===== config.mk =====
export PLATFORM = sky130hd
export DESIGN_NAME = sensor_frame_ctrl
export DESIGN_NICKNAME = d
export VERILOG_FILES = /design/src/rtl/sensor_frame_ctrl.sv
export SDC_FILE = /design/constraint.sdc
export NUM_CORES = 1
export LEC_CHECK = 0
export ABC_CLOCK_PERIOD_IN_PS = 2800
export CORE_UTILIZATION = 55
export DETAILED_ROUTE_END_ITERATION = 8
export HOLD_SLACK_MARGIN = 0.15
export PLACE_DENSITY_LB_ADDON = 0.15
export SLEW_MARGIN = 30
export SYNTH_ARGS = -nofsm -noshare
export SYNTH_HDL_FRONTEND = slang
export SYNTH_SLANG_ARGS = --single-unit

===== constraint.sdc =====
create_clock -name clk -period 2.8 [get_ports clk]
set_input_delay 0.56 -clock clk [delete_from_list [all_inputs] [get_ports clk]]
set_output_delay 0.56 -clock clk [all_outputs]
set_load 0.005 [all_outputs]

===== src/rtl/sensor_frame_ctrl.sv =====
// Frame sequencer: erase -> expose -> ramp-ADC convert -> row readout, with button-set exposure.
// Define SENSOR_FRAME_CONTINUOUS_EN for back-to-back frames after the first init.
module sensor_frame_ctrl #(
  parameter int ERASE_CYCLES = 5,
  parameter int EXP_MIN      = 2,
  parameter int EXP_MAX      = 30,
  parameter int EXP_DEFAULT  = 16,
  parameter int ADC_W        = 8,
  parameter int ROWS         = 2,
  parameter int ROW_CYCLES   = 4,
  localparam int ROW_W       = (ROWS > 1) ? $clog2(ROWS) : 1
) (
  input  logic             clk,
  input  logic             reset,
  input  logic             init,
  input  logic             exp_inc,
  input  logic             exp_dec,
  output logic             erase,
  output logic             expose,
  output logic             convert,
  output logic             read,
  output logic [ADC_W-1:0] adc_count,
  output logic [ROW_W-1:0] row_sel,
  output logic [7:0]       exp_time,
  output logic             busy,
  output logic             frame_done
);

  typedef enum logic [2:0] {st_idle, st_erase, st_expose, st_convert, st_read} state_t;

`ifdef SENSOR_FRAME_CONTINUOUS_EN
  localparam state_t AFTER_READ = st_erase;
  localparam bit     CONTINUOUS = 1'b1;
`else
  localparam state_t AFTER_READ = st_idle;
  localparam bit     CONTINUOUS = 1'b0;
`endif

  localparam logic [ADC_W-1:0] ADC_MAX = '1;

  state_t           state_reg, state_next;
  logic [7:0]       phase_cnt_reg, phase_cnt_next;
  logic [ADC_W-1:0] adc_count_reg, adc_count_next;
  logic [ROW_W-1:0] row_sel_reg, row_sel_next;
  logic [7:0]       exp_time_reg, exp_time_next;
  logic [7:0]       exp_lat_reg;
  logic             frame_done_reg;

  logic erase_last, expose_last, convert_last, row_last, frame_last;
  logic btn_en;

  assign erase_last   = (phase_cnt_reg == 8'(ERASE_CYCLES - 1));
  assign expose_last  = (phase_cnt_reg == exp_lat_reg - 8'd1);
  assign convert_last = (adc_count_reg == ADC_MAX);
  assign row_last     = (phase_cnt_reg == 8'(ROW_CYCLES - 1));
  assign frame_last   = row_last && (row_sel_reg == ROW_W'(ROWS - 1));

  // A button on the same edge as an accepted init is dropped.
  assign btn_en = ((state_reg == st_idle) && !init) || (CONTINUOUS && frame_done_reg);

  always_ff @(posedge clk or posedge reset) begin
    if (reset) begin
      state_reg <= st_idle;
    end else begin
      state_reg <= state_next;
    end
  end

  always_comb begin
    state_next = state_reg;
    case (state_reg)
      st_idle:    if (init)         state_next = st_erase;
      st_erase:   if (erase_last)   state_next = st_expose;
      st_expose:  if (expose_last)  state_next = st_convert;
      st_convert: if (convert_last) state_next = st_read;
      st_read:    if (frame_last)   state_next = AFTER_READ;
      default:                      state_next = st_idle;
    endcase
  end

  always_comb begin
    erase   = 1'b0;
    expose  = 1'b0;
    convert = 1'b0;
    read    = 1'b0;
    case (state_reg)
      st_erase:   erase   = 1'b1;
      st_expose:  expose  = 1'b1;
      st_convert: convert = 1'b1;
      st_read:    read    = 1'b1;
      default:    ;
    endcase
    busy = (state_reg != st_idle);
  end

  assign adc_count  = adc_count_reg;
  assign row_sel    = row_sel_reg;
  assign exp_time   = exp_time_reg;
  assign frame_done = frame_done_reg;

  // Phase counter restarts on every state change and on every row boundary.
  always_comb begin
    phase_cnt_next = phase_cnt_reg + 8'd1;
    if ((state_next != state_reg) || (state_reg == st_idle) ||
        ((state_reg == st_read) && row_last)) begin
      phase_cnt_next = '0;
    end
  end

  always_comb begin
    adc_count_next = '0;
    if ((state_reg == st_convert) && !convert_last) begin
      adc_count_next = adc_count_reg + ADC_W'(1);
    end
  end

  always_comb begin
    row_sel_next = '0;
    if (state_reg == st_read) begin
      row_sel_next = row_sel_reg;
      if (row_last) begin
        row_sel_next = frame_last ? '0 : row_sel_reg + ROW_W'(1);
      end
    end
  end

  always_comb begin
    exp_time_next = exp_time_reg;
    if (btn_en) begin
      if (exp_inc && !exp_dec && (exp_time_reg < 8'(EXP_MAX))) begin
        exp_time_next = exp_time_reg + 8'd1;
      end else if (exp_dec && !exp_inc && (exp_time_reg > 8'(EXP_MIN))) begin
        exp_time_next = exp_time_reg - 8'd1;
      end
    end
  end

  always_ff @(posedge clk or posedge reset) begin
    if (reset) begin
      phase_cnt_reg  <= '0;
      adc_count_reg  <= '0;
      row_sel_reg    <= '0;
      exp_time_reg   <= 8'(EXP_DEFAULT);
      exp_lat_reg    <= 8'(EXP_DEFAULT);
      frame_done_reg <= 1'b0;
    end else begin
      phase_cnt_reg  <= phase_cnt_next;
      adc_count_reg  <= adc_count_next;
      row_sel_reg    <= row_sel_next;
      exp_time_reg   <= exp_time_next;
      frame_done_reg <= (state_reg == st_read) && frame_last;
      // Exposure is frozen for the whole frame at the moment erase begins.
      if ((state_next == st_erase) && (state_reg != st_erase)) begin
        exp_lat_reg <= exp_time_reg;
      end
    end
  end

endmodule


==> results.toml <==
[status]
status = "completed"

[power]
ir_drop_mv = 0.338
p_sw_share_pct = 21.4
intPower_mw = 0.865
p_switching_mw = 0.235
powerDensity_mw_per_mm2 = 421
pwr-share-comb_pct = 6.9
seqPwrFrac_pct = 49.6
p_leak_nw = 1.18
p_clk_share_pct = 43.4

[worst_hold_path]
hold_path.class = "reg2reg"
min_path_cells = 1
min-delay-start = "adc_count[0]"
hold-path-endpoint = "adc_count[0]"

[grt]
overflow = 0
track_usage_pct = 22.0
grt_util_met1_pct = 31.0
antenna_found_initial = 0
grt_max_degree = 38
use_met3_pct = 5.28
grt_pass1_wl_um = 7110
grt-busiest-layer = "met2"
use_met2_pct = 33.7
grt_pass1_vias = 1503

[yosys]
syn_inst = 217
ys_seq_elements = 37
synthesis.nets = 232
avgSynthCellArea_um2 = 9.97
yosys.area.top_type = "dfrtp_1"
synth_seq_area_share_pct = 42.9
synth_edf_count = 0
netlist_area_mm2 = 0.00216
synthFlopType = "dfrtp_1"
synth_warnings = 0
synth_common_cells = "dfrtp_1 (35), nor2_1 (27), xnor2_1 (19)"
synthArstFlopShare_pct = 100
synth_cell_types = 48
yosys.area.top_type_share_pct = 40.5
synth_area_leaders = "dfrtp_1 (40%), xnor2_1 (7.7%), ha_1 (5.2%)"
yosysMostFrequentCell = "dfrtp_1"

[placed_design]
portBuffers = 27
gp_congestion = 0.785
dp_hpwl_um = 3050

[clock_tree]
ctsLongestPathBuffers = 2
cts_buffers = 5
postCtsHoldBufs = 0
clk_latency_ps = 290
path_clk_slew_ps = 70
clockRootBuffer = "clkbuf_8"
cts_tree = "done"
h-tree-depth = 2
cts_setup_buffers = 0
cts_num_sinks = 37

[sta]
fmax_mhz = 403
slew_headroom_pct = 64.4
holdWs_ps = 519
maxSlewViolCount = 0
fin_crit_sh_pct = 88.5
fin_crit_ps = 2480
tightest_slew_ps = 529
finalHoldViolCount = 0
setup_tns_ps = 0
rsz0062_at_grt = "no"
skew_ps = 4.95
setup_viol = 0

[critical_path]
critPathKind = "in2reg"
cpLargestDelayFamily = "compound AO/OA/AOI/OAI gates"
critPathArrivalTime_ps = 2690
crit_chain = "clkdlybuf4s50_1 -> nand4b_1 -> buf_4 -> ha_1 -> o21ai_0 -> o21bai_1 -> a21oi_1 -> nor4_1 -> a31oi_1 -> xnor2_1"
cp-end-kind = "flip-flop"
max_stage_delay_ps = 410
reg2regPathDepth = 10
critPathBufInv = 2
slowest_stage = "clkdlybuf4s50_1"
rr_startpoint = "exp_time[7]"
crit_fanout = 5
r2r-end = "exp_time[6]"
worstPathRequired_ps = 3010
ff2ff_setup_slack_ps = 340
critPathLaunchType = "input pin"

[run]
cap_violations = 0

[drt]
drc = 0
viasPerCell = 5.48
post_drt_wl_per_cell_um = 14.0
vias = 1632
antenna_left = 0
drt_iter0_drc = 79
first_pass_iters = 4
drt_wl_total_um = 4180

[cells_and_area]
drive_gt1_share_pct = 10.8
diodes = 0
nets = 264
syn2layout_area_growth_pct = 20.7
postLayoutCoreUtil_pct = 70.3

[floorplan]
core-area_mm2 = 0.00372
die-area_mm2 = 0.00419
initial_core_util_pct = 58.2
die_w_um = 64.7
die_h_um = 64.7
num_rows = 22
io_pins = 28
==> metrics by stage <==
stage	area, µm²	power [mW]	worst slack, ps	std cells
2_1_floorplan	2160	0.600	414	217
3_3_place_gp	2490	0.629	54.4	290
3_5_place_dp	2490	0.631	-15.4	290
4_1_cts	2610	1.11	289	298
5_1_grt	2610	1.14	72.0	298
6_report	2610	1.10	321	298
==> placed cells by master (no fill, tap or decap), drive strengths merged, types with 9 or more instances in the layout <==
master,n
dfrtp,35
o21ai,11
clkdlybuf4s50,27
nand3,9
xor2,11
mux2,9
nor2,27
nand2,9
inv,12
xnor2,19
ha,9
==> cell families after synthesis <==
logic type                 Yosys count  synth area share [%]
and+or+nand+nor                     79                  19.1
DFF                                 37                  42.9
AOI/OAI and AO/OA                   34                  11.3
xor gates and xnor gates            30                  12.1
buffers and inverters               18                  3.64
adders and majority gates           10                  6.13
muxes                                9                  4.68
==> per-layer routing <==
| layer | part of all wire, % | wire length, µm |
|---|---|---|
| met1 | 51 | 2120 |
| met2 | 46 | 1930 |
| met3 | 2.7 | 113 |
| met4 | 0.24 | 10 |
| met5 | 0 | 0 |
==> power groups by stage <==
stage	clock network, mW	logic (mW)	registers, mW
2_1_floorplan	0	0.0459	0.554
3_3_place_gp	0	0.0729	0.556
3_5_place_dp	0	0.0748	0.556
4_1_cts	0.486	0.0751	0.546
5_1_grt	0.510	0.0855	0.546
6_report	0.478	0.0764	0.546
==> worst max-delay path by stage <==
stage | slack [ps] | start | to | cells past startpoint
after floorplan | 410 | exp_time[5] | exp_time[6] | 9
after global placement | 50 | exp_dec | exp_time[6] | 9
after detailed placement | -20 | exp_dec | exp_time[6] | 9
after CTS | 290 | exp_dec | exp_time[6] | 9
after global routing | 70 | exp_time[5] | exp_time[6] | 9
final | 320 | exp_dec | exp_time[6] | 10
==> layout make-up <==
| type | instances | area [µm²] |
|---|---|---|
| multi-input combinational | 162 | 1160 |
| tap | 48 | 60.1 |
| clock buffer | 7 | 86.3 |
| inverter | 12 | 45.0 |
| clock inverter | 1 | 30.0 |
| timing repair buffer | 31 | 300 |
| sequential | 37 | 928 |
| fill | 295 | 1100 |
==> timing repair <==
action	in CTS	in global routing
endpoints found under the hold margin	0	0
resized for setup	0	1
setup endpoints to repair	0	1
==> worst register-to-register path: stages (launching register included) <==
cell and delay [ps]:
dfrtp_1 440, nor3_1 260, nand4b_1 240, buf_4 230
ha_1 280, o21ai_0 260, o21bai_1 100, a21oi_1 190
nor4_1 70, a31oi_1 170, xnor2_1 140
Note: power is estimated with default switching activity, not from simulation.
